<file path="config.mk">
export PLATFORM = sky130hd
export DESIGN_NAME = mrv1_th_barrier_ctl
export DESIGN_NICKNAME = d
export VERILOG_FILES = /design/src/rtl/mrv1_th_barrier_ctl.sv
export SDC_FILE = /design/constraint.sdc
export NUM_CORES = 1
export LEC_CHECK = 0
export ABC_AREA = 1
export BUFFER_PORTS_ARGS = -buffer_cell sky130_fd_sc_hd__buf_4
export CORE_ASPECT_RATIO = 1.2
export CORE_MARGIN = 5
export CORE_UTILIZATION = 45
export DETAILED_ROUTE_END_ITERATION = 12
export SLEW_MARGIN = 10
export SYNTH_ARGS = -nofsm -noshare
export SYNTH_HDL_FRONTEND = slang
export SYNTH_SLANG_ARGS = --single-unit
</file>
<file path="constraint.sdc">
create_clock -name clk_i -period 8 [get_ports clk_i]
set_input_delay 0.8 -clock clk_i [delete_from_list [all_inputs] [get_ports clk_i]]
set_output_delay 0.8 -clock clk_i [all_outputs]
set_load 0.01 [all_outputs]
</file>
<file path="src/rtl/mrv1_th_barrier_ctl.sv">
// Barrier controller for the IMT thread scheduler.
// Tracks per-barrier arrivals, blocked threads and round-robin release.
module mrv1_th_barrier_ctl #(
   parameter int NUM_THREADS_P  = 8,
   parameter int num_barriers_p = 8,
   localparam int tid_width_lp =
      (NUM_THREADS_P > 1) ? $clog2(NUM_THREADS_P) : 1,
   localparam int barrier_id_width_lp =
      (num_barriers_p > 1) ? $clog2(num_barriers_p) : 1
) (
   input  logic                           clk_i,
   input  logic                           rst_i,
   input  logic                           arr_vld_i,
   output logic                           arr_rdy_o,
   input  logic [barrier_id_width_lp-1:0] arr_id_i,
   input  logic [tid_width_lp-1:0]        arr_tid_i,
   input  logic [tid_width_lp-1:0]        arr_size_m1_i,
   output logic [NUM_THREADS_P-1:0]       blocked_o,
   output logic                           rel_vld_o,
   input  logic                           rel_rdy_i,
   output logic [barrier_id_width_lp-1:0] rel_id_o,
   output logic [NUM_THREADS_P-1:0]       rel_mask_o,
   output logic                           err_o
);

   localparam int cnt_width_lp = tid_width_lp + 1;
   localparam logic [cnt_width_lp-1:0] cnt_one_lp = cnt_width_lp'(1);

   typedef enum logic [1:0] {
      IDLE    = 2'd0,
      COLLECT = 2'd1,
      RELEASE = 2'd2
   } bar_st_e;

   bar_st_e                  st_q   [num_barriers_p];
   bar_st_e                  st_d   [num_barriers_p];
   logic [tid_width_lp-1:0]  size_q [num_barriers_p];
   logic [tid_width_lp-1:0]  size_d [num_barriers_p];
   logic [cnt_width_lp-1:0]  cnt_q  [num_barriers_p];
   logic [cnt_width_lp-1:0]  cnt_d  [num_barriers_p];
   logic [NUM_THREADS_P-1:0] mask_q [num_barriers_p];
   logic [NUM_THREADS_P-1:0] mask_d [num_barriers_p];

   logic [NUM_THREADS_P-1:0] blocked_q;
   logic [NUM_THREADS_P-1:0] blocked_d;
   logic                     err_q;
   logic                     err_d;

   logic [barrier_id_width_lp-1:0] ptr_q;
   logic [barrier_id_width_lp-1:0] ptr_d;
   logic                           lock_vld_q;
   logic                           lock_vld_d;
   logic [barrier_id_width_lp-1:0] lock_id_q;
   logic [barrier_id_width_lp-1:0] lock_id_d;

   logic                           arr_ok;
   logic                           arr_fire;
   logic                           rr_vld;
   logic [barrier_id_width_lp-1:0] rr_id;
   logic [barrier_id_width_lp-1:0] cand;
   logic [barrier_id_width_lp-1:0] win_id;
   logic                           rel_vld;
   logic                           rel_fire;
   logic [NUM_THREADS_P-1:0]       tid_bit;
   logic [cnt_width_lp-1:0]        cnt_inc;

   // Out-of-range ids are never back-pressured so they can be flagged.
   always_comb begin
      arr_ok    = int'(arr_id_i) < num_barriers_p;
      arr_rdy_o = 1'b1;
      if (arr_ok) begin
         arr_rdy_o = (st_q[arr_id_i] != RELEASE);
      end
      arr_fire = arr_vld_i & arr_rdy_o;
      tid_bit  = NUM_THREADS_P'(1) << arr_tid_i;
   end

   always_comb begin
      rr_vld = 1'b0;
      rr_id  = '0;
      cand   = '0;
      for (int i = 0; i < num_barriers_p; i++) begin
         cand = barrier_id_width_lp'(
            (int'(ptr_q) + i) % num_barriers_p);
         if (!rr_vld && st_q[cand] == RELEASE) begin
            rr_vld = 1'b1;
            rr_id  = cand;
         end
      end
   end

   // A stalled offer stays locked so id/mask cannot change under it.
   always_comb begin
      win_id   = lock_vld_q ? lock_id_q : rr_id;
      rel_vld  = lock_vld_q | rr_vld;
      rel_fire = rel_vld & rel_rdy_i;
   end

   assign rel_vld_o  = rel_vld;
   assign rel_id_o   = win_id;
   assign rel_mask_o = mask_q[win_id];
   assign blocked_o  = blocked_q;
   assign err_o      = err_q;

   always_comb begin
      for (int b = 0; b < num_barriers_p; b++) begin
         st_d[b]   = st_q[b];
         size_d[b] = size_q[b];
         cnt_d[b]  = cnt_q[b];
         mask_d[b] = mask_q[b];
      end
      err_d      = 1'b0;
      ptr_d      = ptr_q;
      lock_vld_d = 1'b0;
      lock_id_d  = lock_id_q;
      cnt_inc    = '0;
      blocked_d  = '0;

      if (rel_fire) begin
         st_d[win_id]   = IDLE;
         cnt_d[win_id]  = '0;
         mask_d[win_id] = '0;
         ptr_d = barrier_id_width_lp'(
            (int'(win_id) + 1) % num_barriers_p);
      end else if (rel_vld) begin
         lock_vld_d = 1'b1;
         lock_id_d  = win_id;
      end

      // Releases only hit RELEASE barriers and arrivals never do.
      if (arr_fire) begin
         if (!arr_ok) begin
            err_d = 1'b1;
         end else begin
            cnt_inc = cnt_q[arr_id_i] + cnt_one_lp;
            unique case (st_q[arr_id_i])
               IDLE: begin
                  size_d[arr_id_i] = arr_size_m1_i;
                  cnt_d[arr_id_i]  = cnt_one_lp;
                  mask_d[arr_id_i] = tid_bit;
                  st_d[arr_id_i]   = (arr_size_m1_i == '0) ?
                                     RELEASE : COLLECT;
               end
               COLLECT: begin
                  if (|(mask_q[arr_id_i] & tid_bit)) begin
                     err_d = 1'b1;
                  end else begin
                     err_d = (arr_size_m1_i != size_q[arr_id_i]);
                     cnt_d[arr_id_i]  = cnt_inc;
                     mask_d[arr_id_i] = mask_q[arr_id_i] | tid_bit;
                     if (cnt_inc ==
                         cnt_width_lp'(size_q[arr_id_i]) + cnt_one_lp)
                     begin
                        st_d[arr_id_i] = RELEASE;
                     end
                  end
               end
               default: ;
            endcase
         end
      end

      for (int b = 0; b < num_barriers_p; b++) begin
         blocked_d = blocked_d | mask_d[b];
      end
   end

   always_ff @(posedge clk_i) begin
      if (rst_i) begin
         for (int b = 0; b < num_barriers_p; b++) begin
            st_q[b]   <= IDLE;
            size_q[b] <= '0;
            cnt_q[b]  <= '0;
            mask_q[b] <= '0;
         end
         blocked_q  <= '0;
         err_q      <= 1'b0;
         ptr_q      <= '0;
         lock_vld_q <= 1'b0;
         lock_id_q  <= '0;
      end else begin
         for (int b = 0; b < num_barriers_p; b++) begin
            st_q[b]   <= st_d[b];
            size_q[b] <= size_d[b];
            cnt_q[b]  <= cnt_d[b];
            mask_q[b] <= mask_d[b];
         end
         blocked_q  <= blocked_d;
         err_q      <= err_d;
         ptr_q      <= ptr_d;
         lock_vld_q <= lock_vld_d;
         lock_id_q  <= lock_id_d;
      end
   end

endmodule
</file>
---- Yosys cells after proc, flatten, opt, wreduce, memory -nomap -nowiden ----
Memory sizes are Yosys's and may differ from the RTL's. A register that Yosys moved wholly into a read port is not among the register bits.
Index checks and enable logic that the tools add are counted.
W data, S select, Z words.
operators by class
  bitwise logic cells ..................... 61
  $add $sub $neg .......................... 10
  reductions and logical operators ........ 22
  magnitude comparators ................... 4
  equality and inequality tests ........... 12
  multiplexer cells ....................... 91
  shifts and indexed selects .............. 1
operators by type and width
  cell              number
  $mux W64          3
  $bwmux W64        2
  $pmux W64 S2      1
  $mux W32          3
  $mux W8           10
  $or A8 B8 Y8      10
  $and A64 B64 Y64  1
  $mux W16          4
  $not A64 Y64      1
  $pmux W32 S2      1
  $mux W3           20
  $demux W8 S3      2
  $mux W24          2
  $mux W4           10
  $or A1 B1 Y1      33
  $and A32 B32 Y32  1
  $bwmux W32        1
  $not A32 Y32      1
  $pmux W16 S2      1
  $and A24 B24 Y24  1
  $bwmux W24        1
  $demux W4 S3      2
  $not A24 Y24      1
  $mux W2           11
  32 further kinds  78
word-level totals
  memories ................................ 4
  input port bits ......................... 13
  RAM bits ................................ 136
  output and inout bits ................... 22
  register bits ........................... 16
  logic and storage cells ................. 210
memory list
  memory  words  width  read ports  clocked after Yosys merged registers in  wr ports  RTL line  source
  mask_q  8      8      10          0                                        8         41        logic [NUM_THREADS_P-1:0] mask_q [num_barriers_p];
  cnt_q   8      4      9           0                                        8         39        logic [cnt_width_lp-1:0] cnt_q [num_barriers_p];
  size_q  8      3      9           0                                        8         37        logic [tid_width_lp-1:0] size_q [num_barriers_p];
  st_q    8      2      17          1                                        8         35        bar_st_e st_q [num_barriers_p];

---- Longest topological paths before layout ----
Gate-level depths: netlist of run 1.
  word-level depth ........................ 43
  gate-level depth with buffers ........... 33
  mapped depth without buffers ............ 31

---- Worst setup path before layout of run 1 ----
No wires, ideal clock.
  kind .................................... reg2out
  start point ............................. reg ptr_q[0]
  end point ............................... out rel_mask_o[4]
  arrival ................................. 2998 ps
  required time ........................... 7200 ps
  cell stages (with the launch flop) ...... 24
  path buffers ............................ 4
  path slack .............................. 4202 ps
  cells stage by stage .................... dfxtp_1 buf_6 inv_6 buf_6 ha_1 inv_1 buf_2 nand2_1 nand3_2 nand2_4 nor2_8 nand4_4 nor2_4 nand2_1 nand2_1 nand2_1 nand3_2 nand2_1 inv_1 clkbuf_1 nand2_1 nand2_1 nand2_1 nand4_1
between the ends
  cells in the longest elaborated chain, start to end .. 25
  elaborated cells on any way between the ends .. 44
  those cells by class .................... add/sub: 7; eq/ne: 7; mux: 15; reduce/logical: 13; memory: 2
ends and longest elaborated chain
  what                    RTL line  source
  start, declared         49        logic [barrier_id_width_lp-1:0] ptr_q;
  start signal, assigned  190       ptr_q <= ptr_d;
  $add A3 B1 Y3           84        (int'(ptr_q) + i) % num_barriers_p);
  $mem_v2 Z8 W2           -
  $eq A2 B2 Y1            85        if (!rr_vld && st_q[cand] == RELEASE) begin
  $logic_and A1 B1 Y1     85
  $mux W1                 85
  $logic_not A1 Y1        85
  $logic_and A1 B1 Y1     85
  $mux W1                 85
  (+10 left out)          -
  $logic_and A1 B1 Y1     85
  $mux W1                 85
  $logic_not A1 Y1        85
  $logic_and A1 B1 Y1     85
  $mux W3 *               85
  $mux W3 *               94        win_id = lock_vld_q ? lock_id_q : rr_id;
  via rel_id_o[0]         21        output logic [barrier_id_width_lp-1:0] rel_id_o,
  $mem_v2 Z8 W8 *         -
  end, declared           22        output logic [NUM_THREADS_P-1:0] rel_mask_o,
Mark *: on every way through the listed nets, which the timed path passes. The rest lies on a longest branch.

---- Worst setup path in the final report of run 1 ----
  start point ............................. reg ptr_q[0]
  end point ............................... out rel_mask_o[5]
between the ends
  cells in the longest elaborated chain, start to end .. 25
  elaborated cells on any way between the ends .. 44
  those cells by class .................... add/sub: 7; eq/ne: 7; mux: 15; reduce/logical: 13; memory: 2
ends and longest elaborated chain
  what                 RTL line
  $add A3 B1 Y3        84
  $mem_v2 Z8 W2        -
  $eq A2 B2 Y1         85
  $logic_and A1 B1 Y1  85
  $mux W1              85
  $logic_not A1 Y1     85
  $logic_and A1 B1 Y1  85
  $mux W1              85
  (+9 left out)        -
  $logic_not A1 Y1     85
  $logic_and A1 B1 Y1  85
  $mux W1              85
  $logic_not A1 Y1     85
  $logic_and A1 B1 Y1  85
  $mux W3 *            85
  $mux W3 *            94
  $mem_v2 Z8 W8 *      -
Mark *: on every way between the ends. The rest lies on a longest branch, timed or not.

==> impl_metrics.toml, run 1 <==
[status]
status = "completed"

[grt]
grt_pass1_wl_um = 77810
overflow = 0
grt_pass1_vias = 12950
antenna_found_initial = 0
track_usage = 0.3532
grt_start_max_net_pins = 62

[drt]
dr_total_vias = 13750
dr.pass1.iters = 7
wl_um = 52120
drc = 0
final_antenna_net_count = 0
wl_per_cell_um = 23.60
routed_via_density = 6.222
drtIter0Drc = 1860

[cells_and_area]
multi_input_area_um2 = 7298
drive_gt1_frac = 0.1251
finalNetCount = 1884
num_antenna_cells = 0
ff_latch_area_um2 = 3103
syn_to_final_growth_pct = 7.775
fin_util = 0.4916
fillers = 2799

[worst_hold_path]
holdPathStages = 2
hold_class = "reg -> reg"
min_to = "size_q[3][2]$_SDFFE_PP0P_"
hold_start = "size_q[3][2]$_SDFFE_PP0P_"

[timing]
relSlewSlack = 0.1350
finalSetupTns_ns = 0
setup_violations = 0
finalCritPeriodShare = 0.7687
fmax_ghz = 0.1626
hold_viol_final = 0
fin_crit_ns = 6.150
skew_ns = 0.01702
rsz0062_at_grt = "false"
slew_violations = 0
tightest_slew_ns = 1.293

[clock_tree]
h-tree-depth = 4
postCtsSetupRepairBufs = 0
clk_pin_slew_ns = 0.07
cts_buffer_depth = 2
clock_sinks = 155
cts_tree = "done"
cts_buffers = 17
worstSkewPairLatency_ns = 0.46
cts-root-buf = "clkbuf_16"
holdBufCountCts = 0
cts_resized = 0

[floorplanning]
die-area_um2 = 29220
core_area_um2 = 25540
num_io_pins = 35
die_h_um = 186.3
die_w_um = 156.9
rows = 64
initial_core_util = 0.4561

[setup_path]
start_kind = "flip-flop"
crit_fanout = 53
worstSetupStartpoint = "ptr_q[0]$_SDFFE_PP0N_"
cp_num_buf_inv = 6
crit_top_cell = "nand2_1"
slowest_stage = "dfxtp_1"
cp_slowest_stage_delay_ns = 0.95
cp_cell_sequence = "inv_6 -> ha_1 -> inv_1 -> nand3_2 -> nand2_2 -> nand3_2 -> nand2_4 -> nor2_8 -> nand3_1 -> nand2_1 -> inv_1 -> nor2_1 -> nand2_1 -> nand2_1 -> nand3_2 -> nand2_1 -> buf_4 -> inv_1 -> o21ai_0 -> nand2_1 -> nand4_1 -> buf_4"
crit_family = "buffers and inverters"
crit_required_ns = 7.20
endpoint_kind = "output port"
r2r_start = "ptr_q[0]$_SDFFE_PP0N_"
r2r_setup_slack_ns = 2.56
rr_endpoint = "cnt_q[3][0]$_SDFF_PP0_"
r2r_cells = 23
cp.arrival_ns = 5.35
path_class = "reg -> out"

[logic_synthesis]
synthTopCellsByCount = "531 x nand2_1, 173 x nor2_1, 156 x inv_1"
yosys_warnings = 0
ys_ff_latch = 155
synth_top_area_frac = 0.2663
synth_area_um2 = 11650
synth_cell_types = 64
yosys.area.top_type = "dfxtp_1"
postSynthAreaPerCell_um2 = 6.194
synthArstFlopShare = 0
synth-edff-count = 0
yosysSeqAreaShare = 0.2663
syn_nets = 1899
synth_area_leaders = "dfxtp_1 27%, nand2_1 17%, nand3_1 6.2%"
netlist_instances = 1881
synthMostInstantiatedCell = "nand2_1"
synthFlopType = "dfxtp_1"

[placement]
port_buffers = 34
finalWeightedCongestion = 1.050
dp_hpwl_um = 35900

[pwr]
peakVddDrop_v = 0.0003189
p_leak_nw = 5.474
powerDensity_nw_per_um2 = 313.5

[job]
drv_cap = 0
==> tightest hold or removal path, cell delays in order (launching register included) <==
cell and delay, ns:
dfxtp_1 0.30, inv_1 0.06, a21oi_1 0.06
==> worst max-delay path by stage <==
stage                                to  cells past startpoint
after global routing      rel_mask_o[3]                     23
after global placement    rel_mask_o[3]                     22
after CTS                 rel_mask_o[3]                     22
after detailed placement  rel_mask_o[3]                     22
after floorplan           rel_mask_o[4]                     23
final                     rel_mask_o[5]                     22
==> layer usage <==
layer / track usage / up-vias / wire length, um
met4: 0.2528 / 0 / 4324
met2: 0.5670 / 899 / 23240
li1: - / 6231 / -
met1: 0.4259 / 6357 / 19120
met3: 0.06411 / 258 / 5430
met5: 0 / - / 0
==> cell families (layout without fill, tap and decap cells) <==
| logic type | after synthesis | in the layout | synth area share |
|---|---|---|---|
| and+or+nand+nor | 998 | 998 | 0.3964 |
| AOI/OAI and AO/OA | 423 | 423 | 0.2157 |
| buffers and inverters | 289 | 287 | 0.1073 |
| DFF | 155 | 155 | 0.2663 |
| xor gates and xnor gates | 11 | 11 | 0.008914 |
| adders and majority gates | 5 | 5 | 0.005369 |
==> cell usage in the layout, fill, tap and decap left out, types with 16 or more instances in the layout <==
master,synthesis,routed
nor2_2,16,16
inv_1,156,156
nand2_2,30,30
nor3_1,20,20
o21ai_0,104,104
nand4_1,30,30
dfxtp_1,155,155
a221oi_1,17,17
inv_2,46,46
o22ai_1,24,24
nand3_1,145,145
buf_4,8,44
nor2_1,173,173
nand2_1,531,531
a21oi_1,127,127
clkbuf_16,0,17
o21ai_1,69,69
==> report_power, final <==
group | switching (mW) | leakage [nW] | internal, mW | total [mW]
clock | 0.384 | 0.284 | 0.476 | 0.861
sequential | 0.0699 | 1.26 | 0.834 | 0.904
combinational | 1.63 | 3.93 | 0.537 | 2.17
total | 2.09 | 5.47 | 1.85 | 3.94
==> metrics by stage <==
step | area [um2] | total power [mW] | setup slack (ns) | hold slack [ns] | std cells
6_report | 12560 | 3.937 | 1.850 | 0.4599 | 2209
5_1_grt | 12560 | 4.123 | 1.438 | 0.4841 | 2209
3_5_place_dp | 11960 | 3.033 | 2.390 | 0.4513 | 2177
2_1_floorplan | 11650 | 2.385 | 4.202 | 0.4297 | 1881
4_1_cts | 12560 | 3.887 | 1.903 | 0.4608 | 2209
3_3_place_gp | 11960 | 3.018 | 2.466 | 0.4414 | 2177
==> flip-flops by register name, indices dropped and copies added, names as in the netlist, named ones only <==
register	cells
size_q	24
st_q	16
blocked_o	8
mask_q	64
lock_vld_q	1
lock_id_q	3
cnt_q	32
err_o	1
ptr_q	3
==> cell type report <==
cell class              instances  area share
clock inverters                13     0.01236
inverters                     211     0.06487
well taps                     330     0.03288
clock buffers                  19     0.03527
multi-input cells            1437      0.5812
flip-flops and latches        155      0.2471
repair buffers                 44     0.02631
Note: power is estimated with default switching activity, not from simulation.
==> run 2: changes to the inputs <==
==> constraint.sdc (replaced) <==
create_clock -name clk_i -period 5.84 [get_ports clk_i]
set_input_delay 0.584 -clock clk_i [delete_from_list [all_inputs] [get_ports clk_i]]
set_output_delay 0.584 -clock clk_i [all_outputs]
set_load 0.01 [all_outputs]
==> run 2 against run 1 <==
  * Non-clock buffer count grew 8
  * Count of clock-buffer cells in the layout stayed put
  * Critical path depth down 5
  * First-iteration DRC count fell by 31%
  * Global-route usage grew 0.14 points
  * Via count down 1.7%
  * Routed wire length fell by 0.31%
  * Combinational power grew 38%
  * Clock power up 35%
  * Largest power group unchanged
==> impl_metrics.toml, run 2 (synthesized netlist as in run 1, its figures left out) <==
[cells_and_area]
final_cell_mix = "531 x nand2_1, 173 x nor2_1, 156 x inv_1"
regMostFlops = "mask_q"
drive_gt1_frac = 0.1282
syn_to_final_growth_pct = 8.215
largest_reg_flops = 64
fillers = 2784
finalNonFillerCells = 2217
layout_commonest_cell = "nand2_1"
design_area_um2 = 12610
reg_top3 = "mask_q (64), cnt_q (32), size_q (24)"
num_antenna_cells = 0
fin_util = 0.4936
finalNetCount = 1892

[timing]
relSlewSlack = 0.3791
fin_crit_ns = 4.881
tightest_slew_ns = 0.9313
finalSetupTns_ns = 0
rsz0062_at_grt = "false"
finalCritPeriodShare = 0.8358
setup_violations = 0
fmax_ghz = 0.2049
slew_violations = 0
hold_viol_final = 0
skew_ns = 0.01676

[clock_tree]
cts-root-buf = "clkbuf_16"
clk_pin_slew_ns = 0.06
cts_buffers = 17
worstSkewPairLatency_ns = 0.45
postCtsSetupRepairBufs = 0
cts_resized = 0
clock_sinks = 155
cts_tree = "done"
cts_buffer_depth = 2
h-tree-depth = 4
holdBufCountCts = 0

[drt]
routed_via_density = 6.093
drc = 0
wl_um = 51960
final_antenna_net_count = 0
drtIter0Drc = 1279
dr.pass1.iters = 8
dr_total_vias = 13510
wl_per_cell_um = 23.44

[setup_path]
rr_endpoint = "cnt_q[3][0]$_SDFF_PP0_"
path_class = "reg -> out"
r2r_setup_slack_ns = 1.12
r2r_start = "ptr_q[1]$_SDFFE_PP0N_"
crit_fanout = 52
cp.arrival_ns = 4.30
r2r_cells = 20
crit_required_ns = 5.26
endpoint_kind = "output port"
start_kind = "flip-flop"

[placement]
dp.cells = 2185
finalWeightedCongestion = 1.016
dpl-instance-area_um2 = 12020
dp_hpwl_um = 36900
port_buffers = 34

[grt]
grt_pass1_wl_um = 77950
overflow = 0
grt_start_max_net_pins = 78
grt_pass1_vias = 13180
antenna_found_initial = 0
track_usage = 0.3546

[worst_hold_path]
hold_start = "rel_rdy_i"
min_to = "lock_vld_q$_SDFF_PP0_"
holdPathStages = 4
hold_class = "in -> reg"

[floorplanning]
initial_core_util = 0.4561
num_io_pins = 35
die_w_um = 156.9
rows = 64
core_area_um2 = 25540
die-area_um2 = 29220
die_h_um = 186.3

[pwr]
sw_frac_of_total = 0.5286
p_leak_nw = 5.514
p_clk_frac = 0.216
combPwrFrac = 0.558
p_int_mw = 2.537
peakVddDrop_v = 0.0003916
powerDensity_nw_per_um2 = 426.8
netSwitchingPower_mw = 2.844
p_seq_frac = 0.226

[job]
drv_cap = 0

[status]
status = "completed"
run 2: power by group through the flow:
stage | Sequential, mW | Clock [mW] | Combinational [mW]
3_5_place_dp | 1.24 | 0 | 2.95
2_1_floorplan | 1.21 | 0 | 2.06
3_3_place_gp | 1.24 | 0 | 2.94
4_1_cts | 1.21 | 1.17 | 2.96
5_1_grt | 1.22 | 1.21 | 3.22
6_report | 1.21 | 1.16 | 3.00
run 2: routing by layer:
metal	vias to the layer above	global-route usage	part of all wire
met3	282	0.06804	0.089
met2	805	0.5845	0.45
met4	0	0.2736	0.094
li1	6262	-	-
met1	6160	0.4044	0.37
met5	-	0	0
run 2: how the worst max path moves through the flow:
stage                           from  cells past startpoint                       to
2_1_floorplan  ptr_q[0]$_SDFFE_PP0N_                     23            rel_mask_o[4]
3_3_place_gp             arr_id_i[0]                     21  blocked_o[0]$_SDFF_PP0_
3_5_place_dp             arr_id_i[0]                     21  blocked_o[0]$_SDFF_PP0_
4_1_cts        ptr_q[1]$_SDFFE_PP0N_                     17            rel_mask_o[3]
5_1_grt        ptr_q[1]$_SDFFE_PP0N_                     18            rel_mask_o[3]
6_report       ptr_q[1]$_SDFFE_PP0N_                     17            rel_mask_o[1]
run 2: critical path: stages, from the launching register on:
cell,delay [ns]
dfxtp_1,0.50
inv_2,0.16
ha_1,0.48
inv_1,0.37
nand3_1,0.15
and2_1,0.17
nand3_1,0.15
o21ai_0,0.29
nand3_1,0.17
nand2_1,0.06
nand2_1,0.06
nand3_2,0.13
nand2_1,0.12
buf_4,0.44
o21ai_0,0.16
nand2_1,0.10
nand4_1,0.12
buf_4,0.17
run 2: cell type report:
type                       count  area [um2]  area share
multi-input combinational   1437        7298      0.5788
sequential                   155        3103      0.2461
inverter                     211       814.5     0.06460
clock buffer                  19       432.9     0.03434
tap                          330       412.9     0.03275
timing repair buffer          52       390.4     0.03096
clock inverter                13       156.4     0.01240
run 2: stage by stage:
stage	power [mW]	setup slack, ns	hold slack (ns)
3_3_place_gp	4.180	1.079	0.4461
4_1_cts	5.342	0.9765	0.4193
3_5_place_dp	4.183	1.025	0.4467
5_1_grt	5.659	0.6041	0.4386
6_report	5.381	0.9588	0.4284
2_1_floorplan	3.267	2.258	0.4297
